### src/rtl/mem_arbiter.sv
// Round-robin arbiter sharing per-thread dcache memory ports across NUM_CHANNELS memory channels.
// Define MEM_ARB_STATS_EN to enable the grant_count / stall_cycles counters (tied to 0 otherwise).
module mem_arbiter #(
    parameter int ADDR_BITS     = 8,
    parameter int DATA_BITS     = 8,
    parameter int NUM_CONSUMERS = 8,
    parameter int NUM_CHANNELS  = 2
) (
    input  logic                               clk,
    input  logic                               reset,
    input  logic [NUM_CONSUMERS-1:0]           consumer_read_valid,
    input  logic [NUM_CONSUMERS*ADDR_BITS-1:0] consumer_read_address,
    output logic [NUM_CONSUMERS-1:0]           consumer_read_ready,
    output logic [NUM_CONSUMERS*DATA_BITS-1:0] consumer_read_data,
    input  logic [NUM_CONSUMERS-1:0]           consumer_write_valid,
    input  logic [NUM_CONSUMERS*ADDR_BITS-1:0] consumer_write_address,
    input  logic [NUM_CONSUMERS*DATA_BITS-1:0] consumer_write_data,
    output logic [NUM_CONSUMERS-1:0]           consumer_write_ready,
    output logic [NUM_CHANNELS-1:0]            mem_read_valid,
    output logic [NUM_CHANNELS*ADDR_BITS-1:0]  mem_read_address,
    input  logic [NUM_CHANNELS-1:0]            mem_read_ready,
    input  logic [NUM_CHANNELS*DATA_BITS-1:0]  mem_read_data,
    output logic [NUM_CHANNELS-1:0]            mem_write_valid,
    output logic [NUM_CHANNELS*ADDR_BITS-1:0]  mem_write_address,
    output logic [NUM_CHANNELS*DATA_BITS-1:0]  mem_write_data,
    input  logic [NUM_CHANNELS-1:0]            mem_write_ready,
    output logic [NUM_CHANNELS*32-1:0]         grant_count,
    output logic [31:0]                        stall_cycles
);
    localparam int CW = (NUM_CONSUMERS > 1) ? $clog2(NUM_CONSUMERS) : 1;

    typedef enum logic [1:0] {IDLE, READ_WAIT, WRITE_WAIT, RELAY} state_t;

    state_t                   r_state     [NUM_CHANNELS];
    state_t                   w_state_nxt [NUM_CHANNELS];
    logic [CW-1:0]            r_cidx      [NUM_CHANNELS];
    logic                     r_is_wr     [NUM_CHANNELS];
    logic [ADDR_BITS-1:0]     r_addr      [NUM_CHANNELS];
    logic [DATA_BITS-1:0]     r_wdata     [NUM_CHANNELS];
    logic [NUM_CHANNELS-1:0]  r_mrv, r_mwv;
    logic [NUM_CONSUMERS-1:0] r_busy, r_crr, r_cwr;
    logic [DATA_BITS-1:0]     r_crd       [NUM_CONSUMERS];
    logic [CW-1:0]            r_rr_ptr;

    logic [NUM_CHANNELS-1:0]  w_gnt, w_gnt_rd, w_done, w_exit;
    logic [CW-1:0]            w_gnt_idx   [NUM_CHANNELS];
    logic [NUM_CONSUMERS-1:0] w_req, w_claim;
    logic [CW-1:0]            w_rr_nxt, w_c;

    function automatic logic [CW-1:0] wrap_idx(input logic [CW-1:0] base, input int off);
        int s;
        s = int'(base) + off;
        if (s >= NUM_CONSUMERS) s -= NUM_CONSUMERS;
        return s[CW-1:0];
    endfunction

    assign w_req = consumer_read_valid | consumer_write_valid;

    // Channels are scanned in index order; w_claim hides consumers already taken this cycle.
    always_comb begin
        w_claim  = '0;
        w_gnt    = '0;
        w_gnt_rd = '0;
        w_done   = '0;
        w_exit   = '0;
        w_rr_nxt = r_rr_ptr;
        w_c      = '0;
        for (int ch = 0; ch < NUM_CHANNELS; ch++) begin
            w_state_nxt[ch] = r_state[ch];
            w_gnt_idx[ch]   = '0;
            case (r_state[ch])
                IDLE: begin
                    for (int i = 0; i < NUM_CONSUMERS; i++) begin
                        w_c = wrap_idx(r_rr_ptr, i);
                        if (!w_gnt[ch] && w_req[w_c] && !r_busy[w_c] && !w_claim[w_c]) begin
                            w_gnt[ch]       = 1'b1;
                            w_gnt_idx[ch]   = w_c;
                            w_gnt_rd[ch]    = consumer_read_valid[w_c];
                            w_claim[w_c]    = 1'b1;
                            w_rr_nxt        = wrap_idx(w_c, 1);
                            w_state_nxt[ch] = consumer_read_valid[w_c] ? READ_WAIT : WRITE_WAIT;
                        end
                    end
                end
                READ_WAIT: if (r_mrv[ch] && mem_read_ready[ch]) begin
                    w_done[ch]      = 1'b1;
                    w_state_nxt[ch] = RELAY;
                end
                WRITE_WAIT: if (r_mwv[ch] && mem_write_ready[ch]) begin
                    w_done[ch]      = 1'b1;
                    w_state_nxt[ch] = RELAY;
                end
                RELAY: if (r_is_wr[ch] ? !consumer_write_valid[r_cidx[ch]]
                                       : !consumer_read_valid[r_cidx[ch]]) begin
                    w_exit[ch]      = 1'b1;
                    w_state_nxt[ch] = IDLE;
                end
                default: w_state_nxt[ch] = IDLE;
            endcase
        end
    end

    always_ff @(posedge clk or posedge reset) begin
        if (reset) begin
            for (int ch = 0; ch < NUM_CHANNELS; ch++) r_state[ch] <= IDLE;
        end else begin
            for (int ch = 0; ch < NUM_CHANNELS; ch++) r_state[ch] <= w_state_nxt[ch];
        end
    end

    // mem_*_valid rises on the first cycle in *_WAIT, giving the grant + drive latency.
    always_ff @(posedge clk or posedge reset) begin
        if (reset) begin
            r_rr_ptr <= '0;
            r_busy   <= '0;
            r_crr    <= '0;
            r_cwr    <= '0;
            r_mrv    <= '0;
            r_mwv    <= '0;
            for (int ch = 0; ch < NUM_CHANNELS; ch++) begin
                r_cidx[ch]  <= '0;
                r_is_wr[ch] <= 1'b0;
                r_addr[ch]  <= '0;
                r_wdata[ch] <= '0;
            end
            for (int c = 0; c < NUM_CONSUMERS; c++) r_crd[c] <= '0;
        end else begin
            r_rr_ptr <= w_rr_nxt;
            for (int ch = 0; ch < NUM_CHANNELS; ch++) begin
                if (w_gnt[ch]) begin
                    r_cidx[ch]            <= w_gnt_idx[ch];
                    r_is_wr[ch]           <= !w_gnt_rd[ch];
                    r_addr[ch]            <= w_gnt_rd[ch]
                        ? consumer_read_address[w_gnt_idx[ch]*ADDR_BITS +: ADDR_BITS]
                        : consumer_write_address[w_gnt_idx[ch]*ADDR_BITS +: ADDR_BITS];
                    r_wdata[ch]           <= consumer_write_data[w_gnt_idx[ch]*DATA_BITS +: DATA_BITS];
                    r_busy[w_gnt_idx[ch]] <= 1'b1;
                end
                if (r_state[ch] == READ_WAIT && !r_mrv[ch]) r_mrv[ch] <= 1'b1;
                if (r_state[ch] == WRITE_WAIT && !r_mwv[ch]) r_mwv[ch] <= 1'b1;
                if (w_done[ch] && r_state[ch] == READ_WAIT) begin
                    r_mrv[ch]         <= 1'b0;
                    r_crr[r_cidx[ch]] <= 1'b1;
                    r_crd[r_cidx[ch]] <= mem_read_data[ch*DATA_BITS +: DATA_BITS];
                end
                if (w_done[ch] && r_state[ch] == WRITE_WAIT) begin
                    r_mwv[ch]         <= 1'b0;
                    r_cwr[r_cidx[ch]] <= 1'b1;
                end
                if (w_exit[ch]) begin
                    r_busy[r_cidx[ch]] <= 1'b0;
                    r_crr[r_cidx[ch]]  <= 1'b0;
                    r_cwr[r_cidx[ch]]  <= 1'b0;
                end
            end
        end
    end

    assign mem_read_valid       = r_mrv;
    assign mem_write_valid      = r_mwv;
    assign consumer_read_ready  = r_crr;
    assign consumer_write_ready = r_cwr;

    for (genvar g = 0; g < NUM_CHANNELS; g++) begin : g_ch
        assign mem_read_address[g*ADDR_BITS +: ADDR_BITS]  = r_addr[g];
        assign mem_write_address[g*ADDR_BITS +: ADDR_BITS] = r_addr[g];
        assign mem_write_data[g*DATA_BITS +: DATA_BITS]    = r_wdata[g];
    end

    for (genvar g = 0; g < NUM_CONSUMERS; g++) begin : g_cons
        assign consumer_read_data[g*DATA_BITS +: DATA_BITS] = r_crd[g];
    end

`ifdef MEM_ARB_STATS_EN
    logic [31:0] r_gcnt [NUM_CHANNELS];
    logic [31:0] r_stall;

    always_ff @(posedge clk or posedge reset) begin
        if (reset) begin
            r_stall <= '0;
            for (int ch = 0; ch < NUM_CHANNELS; ch++) r_gcnt[ch] <= '0;
        end else begin
            if (|(w_req & ~r_busy & ~w_claim)) r_stall <= r_stall + 32'd1;
            for (int ch = 0; ch < NUM_CHANNELS; ch++)
                if (w_exit[ch]) r_gcnt[ch] <= r_gcnt[ch] + 32'd1;
        end
    end

    for (genvar g = 0; g < NUM_CHANNELS; g++) begin : g_gcnt
        assign grant_count[g*32 +: 32] = r_gcnt[g];
    end
    assign stall_cycles = r_stall;
`else
    assign grant_count  = '0;
    assign stall_cycles = '0;
`endif

endmodule

### config.mk
export PLATFORM = sky130hd
export DESIGN_NAME = mem_arbiter
export DESIGN_NICKNAME = d
export VERILOG_FILES = /design/src/rtl/mem_arbiter.sv
export SDC_FILE = /design/constraint.sdc
export NUM_CORES = 1
export LEC_CHECK = 0
export ABC_CLOCK_PERIOD_IN_PS = 10580
export CAP_MARGIN = 20
export CORE_MARGIN = 5
export CORE_UTILIZATION = 49
export DETAILED_ROUTE_END_ITERATION = 10
export HOLD_SLACK_MARGIN = 0.02
export PLACE_DENSITY_LB_ADDON = 0.25
export SYNTH_ARGS = -nofsm -noshare
export SYNTH_HDL_FRONTEND = slang
export SYNTH_SLANG_ARGS = --single-unit
### constraint.sdc
create_clock -name clk -period 10.58 [get_ports clk]
set_clock_uncertainty 0.05 [all_clocks]
set_input_delay 1.587 -clock clk [delete_from_list [all_inputs] [get_ports clk]]
set_output_delay 1.587 -clock clk [all_outputs]
set_load 0.01 [all_outputs]
==> qor.txt <==
status: completed
Cell variety after synth: 106
DRT Pass-1 Iters: 8
total wire length: 66860 um
crit path buf inv count: 3
CTS tree: yes
Syn-to-layout area delta: 26.93%
cell family with most CP delay: compound AO/OA/AOI/OAI gates
Skew-Pair Late Insertion Delay: 0.44 ns
number of synthesized register bits: 139
post-synthesis mux area share: 0.2693
pre-CTS setup slack: 1.437 ns
Top-Level Pins: 458
RSZ-0062 raised after global routing: no
Final nets: 2328
post-synthesis cell count: 1797
largest family of logic cells by synthesized area: multiplexers
Cell Area, Synth: 0.01519 mm^2
max cap viols: 0
met1 WL: 24840 um
Initial Util: 0.4966
kind of critical path: input pin to flip-flop
site row count: 64
post_cts resized: 0
largest net degree at the start of global routing: 78
Die ar.: 0.03462 mm^2
worst setup margin: 1.666 ns
post-synth top area share: 0.2290
worst r2r path cells: 25
WP data required: 10.85 ns
layout cell share with drive strength beyond 1: 0.1000
Period minus WS final: 8.914 ns
TritonCTS buffer count: 17
crit-path max FO: 17
Slowest cell on crit path: mux4_2
I/O Buffers: 361
global-route wire length before repair: 98090 um
Hold Buf Count CTS: 0
register area share after synthesis: 0.2290
HP Class: flip-flop to flip-flop
DRC: 0
max_slew headroom: 0.1880
xor/xnor share of the synthesized area: 0.002306
RePlAce Congestion: 0.9933
crit path capture type: flip-flop
CTS Root Cell: clkbuf_16
Ys Warns: 0
final core utilization: 0.6303
simple-gate share of the synthesized area: 0.1473
Worst path depth: 24
crit share post-route: 0.8426
GRT Resource Usage Total: 0.3701
Primary FF master, synth: dfrtp_1
WHS Path Cells: 2
DRT antenna net count: 0
FMAX: 112.2 MHz
final hold viol count: 0
met3 wire len: 6631 um
Core Area: 0.03059 mm^2
number of global-route vias before repair: 15700
postcts setup bufs: 0
Post-synth top cells: mux2i_1, nand2_1, o21ai_0
Slew @ Worst Pin: 1.207 ns
DR WL met2: 31780 um
die span in y: 186.1 um
die width: 186.1 um
top post-synthesis cells by area: dfrtp_1, mux2i_1, mux4_2
Reg clk slew, reported paths: 0.07 ns
Setup TNS: 0 ns
grt ovf: 0
antenna violations before repair: 9
post-synthesis area per instance: 8.453 um^2
CP peak stage delay: 0.59 ns
CP Launch Type: input pin
count of final setup violators: 0
Yosys top cell by area: dfrtp_1
EDFF count, synth: 0
1st-iter DRT viols: 1899
ys async rst share: 1.000
Compound-Gate Fraction of Synth Area: 0.2288
DP HPWL: 51460 um
Vias: 16310
CP Cell Sequence: clkdlybuf4s50_1 > o21bai_1 > mux2i_1 > mux4_2 > o32ai_4 > buf_4 > o21ai_0 > nand4_1 > o21ai_1 > or3_1 > a21oi_2 > nor2_1 > o311a_1 > or3_1 > a21oi_2 > nor4b_2 > o31ai_2 > nor2_4 > mux2i_4 > buf_4 > mux2i_1 > mux2_2 > o221ai_1 > o32a_1
number of vias per cell: 6.551
Slew Limit Fails: 0
Sink Count: 139
WL/cell: 26.86 um
post-synthesis adder-cell area fraction: 0.01730
H-tree depth: 4
WP data arrival: 9.18 ns
Top Layer Used: met5
Clock Path Buffers: 2
most frequent cell after synthesis: mux2i_1
## per-stage QoR
step / area (um^2) / hold slack [ns] / cells
6_report: 19280 / 0.4362 / 2489
5_1_grt: 19280 / 0.4692 / 2489
4_1_cts: 19250 / 0.4405 / 2484
3_5_place_dp: 18630 / 0.4238 / 2452
3_3_place_gp: 18630 / 0.4146 / 2452
2_1_floorplan: 15550 / 0.4223 / 1892
## worst paths after layout
kind                                               startpoint                               end  slack (ns)
max in group asynchronous                               reset           r_rr_ptr[0]$_DFFE_PP0P_        7.41
min in group asynchronous                               reset  consumer_read_data[32]$_DFF_PP0_        1.61
worst max-delay path                   consumer_read_valid[2]  mem_read_address[10]$_DFFE_PP0N_        1.67
worst min register to register  mem_write_data[7]$_DFFE_PP0P_     mem_write_data[7]$_DFFE_PP0P_        0.44
worst max register to register        r_rr_ptr[0]$_DFFE_PP0P_  mem_read_address[10]$_DFFE_PP0N_        2.37
worst min-delay path            mem_write_data[7]$_DFFE_PP0P_     mem_write_data[7]$_DFFE_PP0P_        0.44
## cells in the final DEF (no fill, tap or decap), types with 7 or more instances in the layout
cell	count
mux2i_1	278
or3_1	12
mux4_2	42
dfrtp_1	138
nand4_1	16
clkdlybuf4s50_1	361
ha_1	21
o32a_1	7
nand3_1	45
and3_1	7
mux2_2	26
and2_1	8
a211oi_1	19
o22ai_1	37
conb_1	96
o211ai_1	11
o21ai_1	8
o21ai_0	175
a21oi_1	103
clkbuf_16	17
nor4_1	8
nor2_1	110
nand2_1	205
o31ai_1	9
o2111ai_1	8
buf_4	47
a22oi_1	10
nor3_1	34
inv_1	29
o221ai_1	13
## flip-flops by register name, summed over array words and instances (netlist names)
signal	count
consumer_read_data	64
mem_read_address	16
mem_write_data	16
consumer_read_ready	8
consumer_write_ready	8
r_busy	8
r_cidx	6
r_state	4
r_rr_ptr	3
mem_read_valid	2
mem_write_valid	2
r_is_wr	2
## final cells by class
| class | instances | area [um^2] |
|---|---|---|
| Antenna cell | 3 | 7.507 |
| Clock buffer | 17 | 425.4 |
| Clock inverter | 15 | 193.9 |
| Fill cell | 2638 | 11310 |
| Inverter | 35 | 138.9 |
| Multi-Input combinational cell | 1473 | 10520 |
| Sequential cell | 139 | 3480 |
| Tap cell | 396 | 495.5 |
| Timing Repair Buffer | 411 | 4020 |
## cells by family after synthesis
kind of cell             count (synthesis)
other                                    1
AO/OA/AOI/OAI                          515
multiplexers                           352
adder cells (fa/ha/maj)                 21
flip-flops                             139
XOR/XNOR                                 4
buffers and inverters                  280
AND/OR/NAND/NOR                        485
## layer usage
layer  track usage  vias up
met1        0.4778     7832
li1              -     7081
met3       0.08149      237
met5             0        -
met4        0.1693       12
met2        0.5947     1144
## worst register-to-register path, delay by kind of cell, from the launching register on
family,cells,cell delay [ns]
fa+ha+maj,1,0.41
compound gates,8,2.19
buf+inv,4,1.16
xor+xnor,1,0.18
simple gates,7,2.34
mux,4,1.26
flops,1,0.50
Power is not shown: default switching activity piles up to over one toggle a cycle in this logic, so the estimate is an artifact.
